<file path="src/rtl/dac_handler_if.sv">
// -----------------------------------------------------------------------------
// dac_handler_if
// Sample hand-off bus between the upstream sample source (FIR output) and the
// DAC serialiser.
//   sample_data  [11:0]  sample to convert (source -> serialiser)
//   sample_valid         sample_data is valid (source -> serialiser)
//   sample_ready         serialiser can accept a sample (serialiser -> source)
// A transfer happens on a clock edge where sample_valid & sample_ready.
// Modports: master = upstream source, slave = dac_handler.
// -----------------------------------------------------------------------------
interface dac_handler_if;
  logic [11:0] sample_data;
  logic        sample_valid;
  logic        sample_ready;

  modport master (
    output sample_data,
    output sample_valid,
    input  sample_ready
  );

  modport slave (
    input  sample_data,
    input  sample_valid,
    output sample_ready
  );
endinterface

</file>
<file path="src/rtl/dac_handler.sv">
// -----------------------------------------------------------------------------
// dac_handler
// Serial transmit path for a DAC7311-class 12-bit SPI DAC. One 12-bit sample is
// taken per valid/ready handshake and sent as a 16-bit frame, MSB first:
//   {2'b00 (normal power mode), data[11:0], 2'b00}
//
// Parameters
//   CLK_DIV     sclk half-period in sys_clk cycles (>=1)
//   GAP_CYCLES  minimum sync_n high time between frames, in sys_clk cycles (>=1)
//
// Build option
//   DAC_OFFSET_BIN_EN  when defined, sample_data is two's complement and bit 11
//                      is inverted at latch time to give offset binary.
//                      When undefined, sample_data is straight binary.
//
// Ports
//   sys_clk     system clock (only clock in the block)
//   rst_n       asynchronous active-low reset
//   smp         sample bus (slave side): sample_data, sample_valid, sample_ready
//   sclk        DAC serial clock, idles high
//   sync_n      DAC frame sync, active low
//   din         DAC serial data; DAC samples it on sclk falling edges
//   frame_done  one-cycle pulse as sync_n rises at the end of a full frame
//
// Frame timing: sync_n is low for 33*CLK_DIV cycles (one setup half-period,
// 16 low and 16 high sclk half-periods). After it rises, GAP_CYCLES cycles pass
// before sample_ready returns high.
// -----------------------------------------------------------------------------
module dac_handler #(
  parameter int unsigned CLK_DIV    = 4,
  parameter int unsigned GAP_CYCLES = 4
) (
  input  logic         sys_clk,
  input  logic         rst_n,
  dac_handler_if.slave smp,
  output logic         sclk,
  output logic         sync_n,
  output logic         din,
  output logic         frame_done
);

  localparam int unsigned DIV_W = (CLK_DIV > 1)    ? $clog2(CLK_DIV)    : 1;
  localparam int unsigned GAP_W = (GAP_CYCLES > 1) ? $clog2(GAP_CYCLES) : 1;

  localparam logic [DIV_W-1:0] DIV_LAST = DIV_W'(CLK_DIV - 1);
  localparam logic [GAP_W-1:0] GAP_LAST = GAP_W'(GAP_CYCLES - 1);
  localparam logic [3:0]       BIT_LAST = 4'd15;

  typedef enum logic [1:0] {
    S_IDLE,
    S_SETUP,
    S_SHIFT,
    S_GAP
  } state_t;

  state_t           state_q;
  logic [DIV_W-1:0] div_q;     // position inside the current sclk half-period
  logic [GAP_W-1:0] gap_q;     // cycles spent in GAP
  logic [3:0]       bit_q;     // sclk falling edges seen in this frame, minus one
  logic [14:0]      shreg_q;   // frame bits still to be driven, next bit at [14]
  logic             sclk_q;
  logic             sync_n_q;
  logic             din_q;
  logic             ready_q;
  logic             done_q;

  logic [11:0]      data_fmt_d;
  logic [15:0]      frame_d;

  // Frame assembled from the live bus value; only used on the accept edge.
  always_comb begin
    data_fmt_d = smp.sample_data;
`ifdef DAC_OFFSET_BIN_EN
    data_fmt_d[11] = ~smp.sample_data[11];
`else
`endif
    frame_d = {2'b00, data_fmt_d, 2'b00};
  end

  always_ff @(posedge sys_clk or negedge rst_n) begin
    if (!rst_n) begin
      // Start in GAP so sample_ready rises GAP_CYCLES after reset release.
      state_q  <= S_GAP;
      div_q    <= '0;
      gap_q    <= '0;
      bit_q    <= '0;
      shreg_q  <= '0;
      sclk_q   <= 1'b1;
      sync_n_q <= 1'b1;
      din_q    <= 1'b0;
      ready_q  <= 1'b0;
      done_q   <= 1'b0;
    end else begin
      done_q <= 1'b0;

      case (state_q)
        S_IDLE: begin
          if (smp.sample_valid && ready_q) begin
            state_q  <= S_SETUP;
            sync_n_q <= 1'b0;
            din_q    <= frame_d[15];
            shreg_q  <= frame_d[14:0];
            ready_q  <= 1'b0;
            div_q    <= '0;
            bit_q    <= '0;
          end
        end

        S_SETUP: begin
          if (div_q == DIV_LAST) begin
            div_q   <= '0;
            sclk_q  <= 1'b0;
            state_q <= S_SHIFT;
          end else begin
            div_q <= div_q + DIV_W'(1);
          end
        end

        S_SHIFT: begin
          if (div_q == DIV_LAST) begin
            div_q <= '0;
            if (!sclk_q) begin
              // End of a low phase: rising edge. din moves on to the next bit
              // except after the 16th bit, where it holds frame[0].
              sclk_q <= 1'b1;
              if (bit_q != BIT_LAST) begin
                din_q   <= shreg_q[14];
                shreg_q <= {shreg_q[13:0], 1'b0};
              end
            end else if (bit_q == BIT_LAST) begin
              // Final high phase done: close the frame.
              sync_n_q <= 1'b1;
              din_q    <= 1'b0;
              done_q   <= 1'b1;
              gap_q    <= '0;
              state_q  <= S_GAP;
            end else begin
              sclk_q <= 1'b0;
              bit_q  <= bit_q + 4'd1;
            end
          end else begin
            div_q <= div_q + DIV_W'(1);
          end
        end

        S_GAP: begin
          if (gap_q == GAP_LAST) begin
            ready_q <= 1'b1;
            state_q <= S_IDLE;
          end else begin
            gap_q <= gap_q + GAP_W'(1);
          end
        end

        default: begin
          state_q  <= S_GAP;
          gap_q    <= '0;
          sclk_q   <= 1'b1;
          sync_n_q <= 1'b1;
          din_q    <= 1'b0;
          ready_q  <= 1'b0;
        end
      endcase
    end
  end

  assign smp.sample_ready = ready_q;
  assign sclk             = sclk_q;
  assign sync_n           = sync_n_q;
  assign din              = din_q;
  assign frame_done       = done_q;

endmodule

</file>
<file path="src/flat_wrapper.sv">
// flat-port wrapper written by rule: the top's interface ports become plain ports
module dac_handler_flat 
#(
  parameter int unsigned CLK_DIV    = 4,
  parameter int unsigned GAP_CYCLES = 4
)
  (sys_clk, rst_n, sclk, sync_n, din, frame_done, smp_sample_data, smp_sample_valid, smp_sample_ready);
  dac_handler_if smp_i ();
  input  logic sys_clk;
  input  logic rst_n;
  output logic sclk;
  output logic sync_n;
  output logic din;
  output logic frame_done;
  input wire logic [$bits(smp_i.sample_data)-1:0] smp_sample_data;
  input wire logic [$bits(smp_i.sample_valid)-1:0] smp_sample_valid;
  output wire logic [$bits(smp_i.sample_ready)-1:0] smp_sample_ready;
  assign smp_i.sample_data = smp_sample_data;
  assign smp_i.sample_valid = smp_sample_valid;
  assign smp_sample_ready = smp_i.sample_ready;
  dac_handler #(.CLK_DIV(CLK_DIV), .GAP_CYCLES(GAP_CYCLES)) u_core (.sys_clk(sys_clk), .rst_n(rst_n), .smp(smp_i), .sclk(sclk), .sync_n(sync_n), .din(din), .frame_done(frame_done));
endmodule
</file>
<file path="config.mk">
export PLATFORM = sky130hd
export DESIGN_NAME = dac_handler_flat
export DESIGN_NICKNAME = d
export VERILOG_FILES = /design/src/rtl/dac_handler_if.sv /design/src/rtl/dac_handler.sv /design/src/flat_wrapper.sv
export SDC_FILE = /design/constraint.sdc
export NUM_CORES = 1
export LEC_CHECK = 0
export CAP_MARGIN = 20
export CORE_MARGIN = 2
export CORE_UTILIZATION = 54
export DETAILED_ROUTE_END_ITERATION = 8
export HOLD_SLACK_MARGIN = 0.05
export PLACE_DENSITY = 0.78
export SYNTH_ARGS = -nofsm -noshare
export SYNTH_HDL_FRONTEND = slang
export SYNTH_SLANG_ARGS = --single-unit
</file>
<file path="constraint.sdc">
create_clock -name sys_clk -period 3.45 [get_ports sys_clk]
set_input_delay 0.69 -clock sys_clk [delete_from_list [all_inputs] [get_ports sys_clk]]
set_output_delay 0.69 -clock sys_clk [all_outputs]
set_load 0.01 [all_outputs]
</file>
Word-level counts from Yosys, hierarchy flattened
Cells that the tools add are included.
- flip-flop bits (word level): 30
- output and inout port bits: 5
- logic and storage cells: 94
- add/sub/neg operators: 3
- equality and inequality tests: 19
- mux-type cells: 45
- reductions and logical operators: 17
- operator list (kind ; count):
    $mux 15 ; 4
    $pmux 15 s2 ; 1
    $reduce_and 5->1 ; 5
    $mux 2 ; 12
    $mux 1 ; 16
    $mux 4 ; 4
    $ne 2x1->1 const B ; 7
    $reduce_bool 2->1 ; 5
    $eq 2x2->1 const B ; 4
    $pmux 1 s2 ; 4
    $pmux 2 s2 ; 2
    $pmux 2 s4 ; 1
    $pmux 4 s2 ; 1
    $ne 2x2->1 const B ; 3
    $reduce_and 3->1 ; 2
    $reduce_and 6->1 ; 1
    $add 2x1->2 const B ; 2
    $add 4x1->4 const B ; 1
    $eq 4x4->1 const B ; 1
    $ne 4x4->1 const B ; 1
    $ne 3x1->1 const B ; 1
    $ne 3x3->1 const B ; 1
    $eq 2x1->1 const B ; 1
    $logic_not 2->1 ; 1
    3 further kinds ; 3

Longest topological paths before layout
Gate-level depths: netlist of run 1.
- depth in word-level cells: 5
- gate-level depth with buffers: 9
- gate-level depth less buffers: 6

Least setup slack after synthesis of run 1
No wires, ideal clock.
- kind: flip-flop to flip-flop
- start point: register u_core.state_q[0]
- end point: register u_core.shreg_q[10]
- arrival time: 2306 ps
- slack: 1019 ps
- stages on the path, launching flop included: 10
- buffers on the path: 3
- cell sequence: dfstp_2 -> inv_1 -> ha_1 -> buf_6 -> nor2b_4 -> or3_1 -> buf_2 -> a221o_1 -> buf_6 -> mux2_4
- word-level cells in the longest chain between the ends: 3
- elaborated cells between the ends (all ways): 9
- those cells by class: 5 x eq/ne; 1 x mux; 3 x reduce/logical
- ends and longest elaborated chain (element ; line ; text):
    start, declared ; dac_handler.sv:56 ; state_t state_q;
    start signal, assigned ; dac_handler.sv:83 ; state_q <= S_GAP;
    start signal, assigned ; dac_handler.sv:99 ; state_q <= S_SETUP;
    start signal, assigned ; dac_handler.sv:113 ; state_q <= S_SHIFT;
    $eq 2x2->1 or $logic_not 2->1 (tied branches) ; dac_handler.sv:96 ; case (state_q)
    $ne 2x2->1 (no line) (tied with other cells) ; - ;
    $reduce_and 5->1 (no line) ; - ;
    end signal, assigned ; dac_handler.sv:102 ; shreg_q <= frame_d[14:0];
    end signal, assigned ; dac_handler.sv:128 ; shreg_q <= {shreg_q[13:0], 1'b0};
    end, declared ; dac_handler.sv:60 ; logic [14:0] shreg_q;
Several ways; a longest one is shown, not always the timed one.
A chain may end at the register's enable or synchronous reset.

Final worst setup path of run 1
- start point: register u_core.state_q[1]
- end point: register u_core.shreg_q[9]
The elaborated chain is that of the path after synthesis.

==> results by group, run 1 <==
Synth
  – Synth Warn #: 0
  – Syn_area_per_cell: between 10 and 15 um2
  – Post-synth EDFFs: 0
  – Main area contributors after synthesis: dfrtp_1 38%, mux2_2 11%, mux2_4 7.6%, ha_1 7.1%, dfstp_2 6.6%
  – Count of cell types in the netlist: 37
  – Commonest cells post-synth: 24 x dfrtp_1, 16 x mux2_2, 12 x nor2_1
  – Register bit total from synthesis: 28
  – Count leader, synth: dfrtp_1
  – Mapped Area: 0.00159 mm2
  – Async set-reset flop share out of synthesis: 100%
  – Area leader, netlist: dfrtp_1
  – Top FF cell, synth: dfrtp_1
  – Yosys top cell area share: a little under two fifths
  – Mapped Cells: ~140
  – Post-Syn Nets: approximately 160
  – Sequential area share after synthesis: between 40 and 50%

Place
  – Final GP Congestion: around 0.77
  – Cells after DPL: 182
  – Port Buf Inserts: 19
  – Post-DP HPWL: 2100 um

Run
  – Max cap viols: 0

Floorplan
  – I/O Pins: 20
  – Die height: a little under 60 um
  – Core area: about 0.0028 mm2
  – Initial core utilization: 57.1%
  – Core Rows: 19
  – Die X: about 58 um
  – DIE AREA: ~0.0034 mm2

Clocking
  – Htree depth: 1
  – Post-CTS Resized: 0
  – CTS tree: built
  – Root Driver: clkbuf_4
  – Cts hold-fix bufs: 0
  – Post-CTS Setup Bufs: 0
  – Clock transition at path regs: about 0.15 ns
  – CTS Buffer Depth: 2
  – CTS buffer count: 3
  – Total clock sinks: 28
  – Worst-skew pair later-pin latency: approximately 0.33 ns

Critical path
  – CP required: 3.69 ns
  – Crit-path slowest cell: dfstp_2
  – Crit path cell chain: ha_1 > buf_4 > nor2_1 > or3_1 > a221o_1 > mux2_4
  – Kind of critical path: flop to flop
  – R2R Path End: u_core.shreg_q[9]
  – Worst Path Max Fanout: 18
  – Crit path launch type: flop
  – Crit path DAT: around 3.1 ns
  – Critical path's largest stage delay: about 0.59 ns
  – Critical Path End Type: flop
  – Worst R2R Path Depth: 6
  – Reg-to-reg startpoint: u_core.state_q[1]
  – Slack of the worst reg-to-reg path: about 0.6 ns

STA
  – Post-Route Setup TNS: 0 ns
  – Slew Viols, Final: 0
  – Fin crit share: 82.8%
  – Clock Skews: roughly 0.0035 ns
  – Worst-Margin Slew: 0.742 ns
  – RSZ-0062 raised after global routing: false
  – Hold WS: ~0.52 ns
  – Final setup fails: 0
  – Final Hold Viols: 0
  – Minimum clock period: ~2.9 ns
  – Relative slew slack: 50.5%
  – Max Clock Freq: 0.350 GHz

Cells and area
  – Fill cells: 215
  – Nets: 180
  – Finished Layout Cells: roughly 190
  – Share of layout cells above drive strength 1: between 20% and 30%
  – # diodes: 0
  – Area growth, synth to finish: 16.0%

Global route
  – Largest net degree at the start of global routing: 29
  – Overflow after GRT: 0
  – First-pass GRT wire length: 5050 um
  – Initial antenna violation count: 0
  – Vias in the first global route: 1,123
  – Total track usage: between 10% and 20%

Route
  – Routed WL per cell: ~16 um
  – DR vias: between 1,000 and 1,500
  – Vias/cell: between 5 and 6
  – Initial drt markers: 44
  – Final wirelength: slightly below 3000 um
  – TritonRoute pass-1 iters: 4
  – DRC violations left: 0
  – ANT nets after route: 0

Power and ir drop
  – Total power density per cell area: about 910 mW/mm2
  – Leakage power: roughly 0.8 nW
  – Tot Pwr: 1.68 mW
  – Peak supply drop: ~0.67 mV

Hold path
  – Hold EP: u_core.shreg_q[11]
  – Worst min path class: flop to flop
  – Worst hold start: u_core.shreg_q[11]
  – Hold Path Depth: 1

Outcome
  – Outcome: complete, no violations
==> worst max-delay path, delay by kind of cell (launching register included) <==
family                     cells  cell delay [ns]
DFF                            1             0.59
AOI/OAI and AO/OA              1             0.58
and+or+nand+nor                2             0.47
adders and majority gates      1             0.40
muxes                          1             0.40
buffers and inverters          1             0.31
==> metrics by stage <==
step                      worst slack, ns  utilization [%]  cell area (um2)
after detailed placement            0.528             64.3             1790
after CTS                           0.596             66.2             1840
final                               0.592             66.2             1840
after global routing                0.441             66.2             1840
after floorplan                      1.02                -             1590
after global placement              0.592             64.3             1790
==> per-layer routing <==
layer	wire length, um	global-route usage, %	part of all wire, %	vias to the layer above
met5	0	0	0	-
met4	41	5.65	1.4	0
met3	130	3.57	4.5	7
met2	1500	34.1	52	29
met1	1240	24.1	42	549
li1	-	-	-	528
==> worst max-delay path by stage <==
stage	cells past startpoint	from	to
floorplan	9	u_core.state_q[0]	u_core.shreg_q[10]
global placement	5	smp_sample_valid	u_core.shreg_q[10]
CTS	6	u_core.state_q[1]	u_core.shreg_q[9]
detailed placement	5	smp_sample_valid	u_core.shreg_q[5]
global route	6	u_core.state_q[1]	u_core.shreg_q[9]
finish	6	u_core.state_q[1]	u_core.shreg_q[9]
==> flip-flops by register name (all words and copies together) (netlist names) <==
name / flops
u_core.sync_n: 1
u_core.gap_q: 2
u_core.din: 1
u_core.smp.sample_ready: 1
u_core.bit_q: 4
u_core.frame_done: 1
u_core.div_q: 2
u_core.state_q: 2
u_core.sclk: 1
u_core.shreg_q: 13
==> logic make-up (layout without fill, tap and decap cells) <==
family          after synthesis  in the layout  synth area share, %
fa+ha+maj                     9              9                 7.09
simple gates                 36             36                 11.1
compound gates               25             25                 13.1
buf+inv                      13             31                 4.10
mux                          26             26                 20.2
flops                        28             28                 44.4
==> placed cells by master, fill, tap and decap left out, types with 2 or more instances in the layout <==
| cell type | instances |
|---|---|
| a21oi_1 | 3 |
| a221o_1 | 2 |
| a32o_1 | 4 |
| buf_4 | 2 |
| clkbuf_4 | 3 |
| clkdlybuf4s50_1 | 19 |
| dfrtp_1 | 24 |
| dfstp_2 | 4 |
| ha_1 | 9 |
| inv_1 | 6 |
| mux2_2 | 16 |
| mux2_4 | 8 |
| mux2i_1 | 2 |
| nand2_1 | 7 |
| nand3_1 | 4 |
| nor2_1 | 12 |
| nor2b_1 | 3 |
| nor3_1 | 4 |
| o21ai_0 | 4 |
==> cell type report <==
| class | count | area, um2 | area share, % |
|---|---|---|---|
| Clock inverter | 1 | 30.0 | 1.63 |
| Sequential cell | 28 | 706 | 38.3 |
| Timing Repair Buffer | 21 | 205 | 11.1 |
| Clock buffer | 3 | 22.5 | 1.22 |
| Inverter | 6 | 22.5 | 1.22 |
| Tap cell | 31 | 38.8 | 2.11 |
| Multi-Input combinational cell | 96 | 817 | 44.4 |
==> power breakdown <==
part / internal, mW / switching (mW) / total (mW)
logic: 0.491 / 0.399 / 0.890
clock network: 0.118 / 0.0984 / 0.216
registers: 0.481 / 0.0930 / 0.574
No activity file was read; power rests on OpenSTA's default activity.
==> run 2, diff against run 1 <==
==> constraint.sdc (replaced) <==
create_clock -name sys_clk -period 2.8 [get_ports sys_clk]
set_input_delay 0.56 -clock sys_clk [delete_from_list [all_inputs] [get_ports sys_clk]]
set_output_delay 0.56 -clock sys_clk [all_outputs]
set_load 0.01 [all_outputs]
==> run 2 against run 1 <==
Non-clock buffer count is 1 higher. Worst setup slack worse by 0.39 ns. Cell count rose by 0.54%. Final area fell by 0.48%. Largest cell class unchanged. Combinational power grew 24%. Largest power group unchanged. Flip-flop and latch count did not move. Utilization fell by 0.31 points. Hold slack worse by 0.0099 ns. Via count is 2.5% lower.
==> results by group, run 2 (synthesis gave the netlist of run 1 again) <==
Cells and area
  – Finished Core Util: 65.9% (was 66.2%)
  – # diodes: 0 (unchanged)
  – Most common cell after layout, fill and taps aside: dfrtp_1 (unchanged)
  – Area growth, synth to finish: 15.4% (was 16.0%)
  – Reg with most FFs: u_core.shreg_q (unchanged)
  – Share of layout cells above drive strength 1: 25.0% (was 24.5%)
  – Most frequent cells in the layout: 24 x dfrtp_1, 19 x clkdlybuf4s50_1, 16 x mux2_2 (unchanged)
  – Finished Layout Cells: 187 (was 186)
  – Area of the multi-input gates: 817 um2 (unchanged)
  – Largest regs: u_core.shreg_q (13), u_core.bit_q (4) (unchanged)
  – Max reg flops: 13 (unchanged)
  – Nets: 181 (was 180)
  – Fill cells: 217 (was 215)
  – Storage cell area: 706 um2 (unchanged)

Place
  – Post-DP HPWL: 2060 um (was 2100 um)
  – Port Buf Inserts: 19 (unchanged)
  – Cells after DPL: 183 (was 182)
  – Final GP Congestion: 0.755 (was 0.772)

Route
  – Routed metal-1 wirelength: 1400 um (was 1240 um)
  – TritonRoute pass-1 iters: 6 (was 4)
  – Top sig layer: met4 (unchanged)
  – DRC violations left: 0 (unchanged)
  – DR vias: 1,085 (was 1,113)
  – Met3 wire len: 71 um (was 130 um)
  – Initial drt markers: 22 (was 44)
  – DR WL met2: 1330 um (was 1500 um)
  – Routed WL per cell: 15.2 um (was 15.6 um)
  – Vias/cell: 5.80 (was 5.98)
  – ANT nets after route: 0 (unchanged)
  – Final wirelength: 2840 um (was 2910 um)

Critical path
  – Crit path DAT: 2.83 ns (was 3.09 ns)
  – Critical Path End Type: flop (unchanged)
  – Crit-path slowest cell: dfstp_2 (unchanged)
  – Crit path cell chain: inv_1 > ha_1 > a21boi_4 > or3_1 > a221o_1 > mux2_4 (was ha_1 > buf_4 > nor2_1 > or3_1 > a221o_1 > mux2_4)
  – CP required: 3.03 ns (was 3.69 ns)
  – R2R Path End: u_core.shreg_q[5] (was u_core.shreg_q[9])
  – Worst R2R Path Depth: 6 (unchanged)
  – Reg-to-reg startpoint: u_core.state_q[0] (was u_core.state_q[1])
  – Crit path launch type: flop (unchanged)
  – Worst Path Max Fanout: 13 (was 18)
  – Critical path's largest stage delay: 0.59 ns (about the same)
  – Slack of the worst reg-to-reg path: 0.20 ns (was 0.59 ns)
  – Kind of critical path: flop to flop (unchanged)

Clocking
  – Clock transition at path regs: 0.15 ns (about the same)
  – Root Driver: clkbuf_4 (unchanged)
  – Post-CTS Resized: 0 (unchanged)
  – CTS Buffer Depth: 2 (unchanged)
  – Post-CTS Setup Bufs: 0 (unchanged)
  – Worst-skew pair later-pin latency: 0.33 ns (about the same)
  – CTS buffer count: 3 (unchanged)
  – Cts hold-fix bufs: 0 (unchanged)
  – Htree depth: 1 (unchanged)
  – CTS tree: built (unchanged)
  – Total clock sinks: 28 (unchanged)

Power and ir drop
  – Peak supply drop: 0.693 mV (was 0.671 mV)
  – Leakage power: 0.818 nW (was 0.821 nW)
  – Tot Pwr: 2.01 mW (was 1.68 mW)
  – Total power density per cell area: 1090 mW/mm2 (was 912 mW/mm2)

Hold path
  – Worst hold start: u_core.shreg_q[2] (was u_core.shreg_q[11])
  – Hold EP: u_core.shreg_q[2] (was u_core.shreg_q[11])
  – Hold Path Depth: 1 (unchanged)
  – Worst min path class: flop to flop (unchanged)

Global route
  – Initial antenna violation count: 0 (unchanged)
  – Vias in the first global route: 1,175 (was 1,123)
  – Overflow after GRT: 0 (unchanged)
  – Total track usage: 18.9% (was 19.3%)
  – Largest net degree at the start of global routing: 29 (unchanged)
  – First-pass GRT wire length: 4950 um (was 5050 um)

STA
  – Post-Route Setup TNS: 0 ns (unchanged)
  – Max Clock Freq: 0.385 GHz (was 0.350 GHz)
  – Final Hold Viols: 0 (unchanged)
  – Hold WS: 0.514 ns (was 0.524 ns)
  – Minimum clock period: 2.60 ns (was 2.86 ns)
  – Slew Viols, Final: 0 (unchanged)
  – RSZ-0062 raised after global routing: false (unchanged)
  – Fin crit share: 92.8% (was 82.8%)
  – Clock Skews: 0.00517 ns (was 0.00348 ns)
  – Worst-Margin Slew: 0.720 ns (was 0.742 ns)
  – Relative slew slack: 52.0% (was 50.5%)
  – Final setup fails: 0 (unchanged)

Floorplan
  – Die height: 58.2 um (unchanged)
  – Die X: 58.2 um (unchanged)
  – Core Rows: 19 (unchanged)
  – DIE AREA: 0.00339 mm2 (unchanged)
  – Initial core utilization: 57.1% (unchanged)
  – Core area: 0.00278 mm2 (unchanged)
  – I/O Pins: 20 (unchanged)

Run
  – Max cap viols: 0 (unchanged)

Outcome
  – Outcome: complete, no violations (unchanged)
-- run 2: changes by cell type in the layout (fill, tap and decap cells not counted), sizes merged --
cell / before / now
clkbuf: 3 / 4
bufinv: 1 / 0
buf: 2 / 3
-- run 2: critical path: cells and delay by family, from the launching register on --
family	cells	cell delay (ns)
simple gates	1	0.39
compound gates	2	0.73
buf+inv	1	0.09
flops	1	0.59
fa+ha+maj	1	0.30
mux	1	0.40
-- run 2: power breakdown --
group | switching (mW) | internal [mW]
sequential | 0.115 | 0.593
clock | 0.123 | 0.0797
combinational | 0.482 | 0.614
total | 0.719 | 1.29
-- run 2: how the worst max path moves through the flow --
stage,from,end,slack (ns)
global route,u_core.state_q[0],u_core.shreg_q[5],0.11
finish,u_core.state_q[0],u_core.shreg_q[5],0.20
CTS,u_core.state_q[0],u_core.shreg_q[5],0.20
global placement,smp_sample_valid,u_core.shreg_q[3],0.15
detailed placement,smp_sample_valid,u_core.shreg_q[5],0.12
floorplan,u_core.state_q[0],u_core.shreg_q[10],0.37
-- run 2: stage by stage --
step / worst slack, ns / instance area, um2
floorplan: 0.369 / 1590
global placement: 0.150 / 1800
detailed placement: 0.124 / 1800
CTS: 0.195 / 1830
global route: 0.115 / 1830
finish: 0.200 / 1830
-- run 2: per-layer routing --
layer  global-route usage [%]  up-vias
met5                        0        -
met1                     24.9      537
met3                     2.01        4
met4                     7.31        0
li1                         -      527
met2                     32.0       17
-- run 2: area by class of cell --
type                    count  share of cell area (%)
inverters                   6                    1.23
flip-flops and latches     28                    38.5
repair buffers             22                    11.6
multi-input cells          96                    44.6
clock buffers               4                    1.98
well taps                  31                    2.12
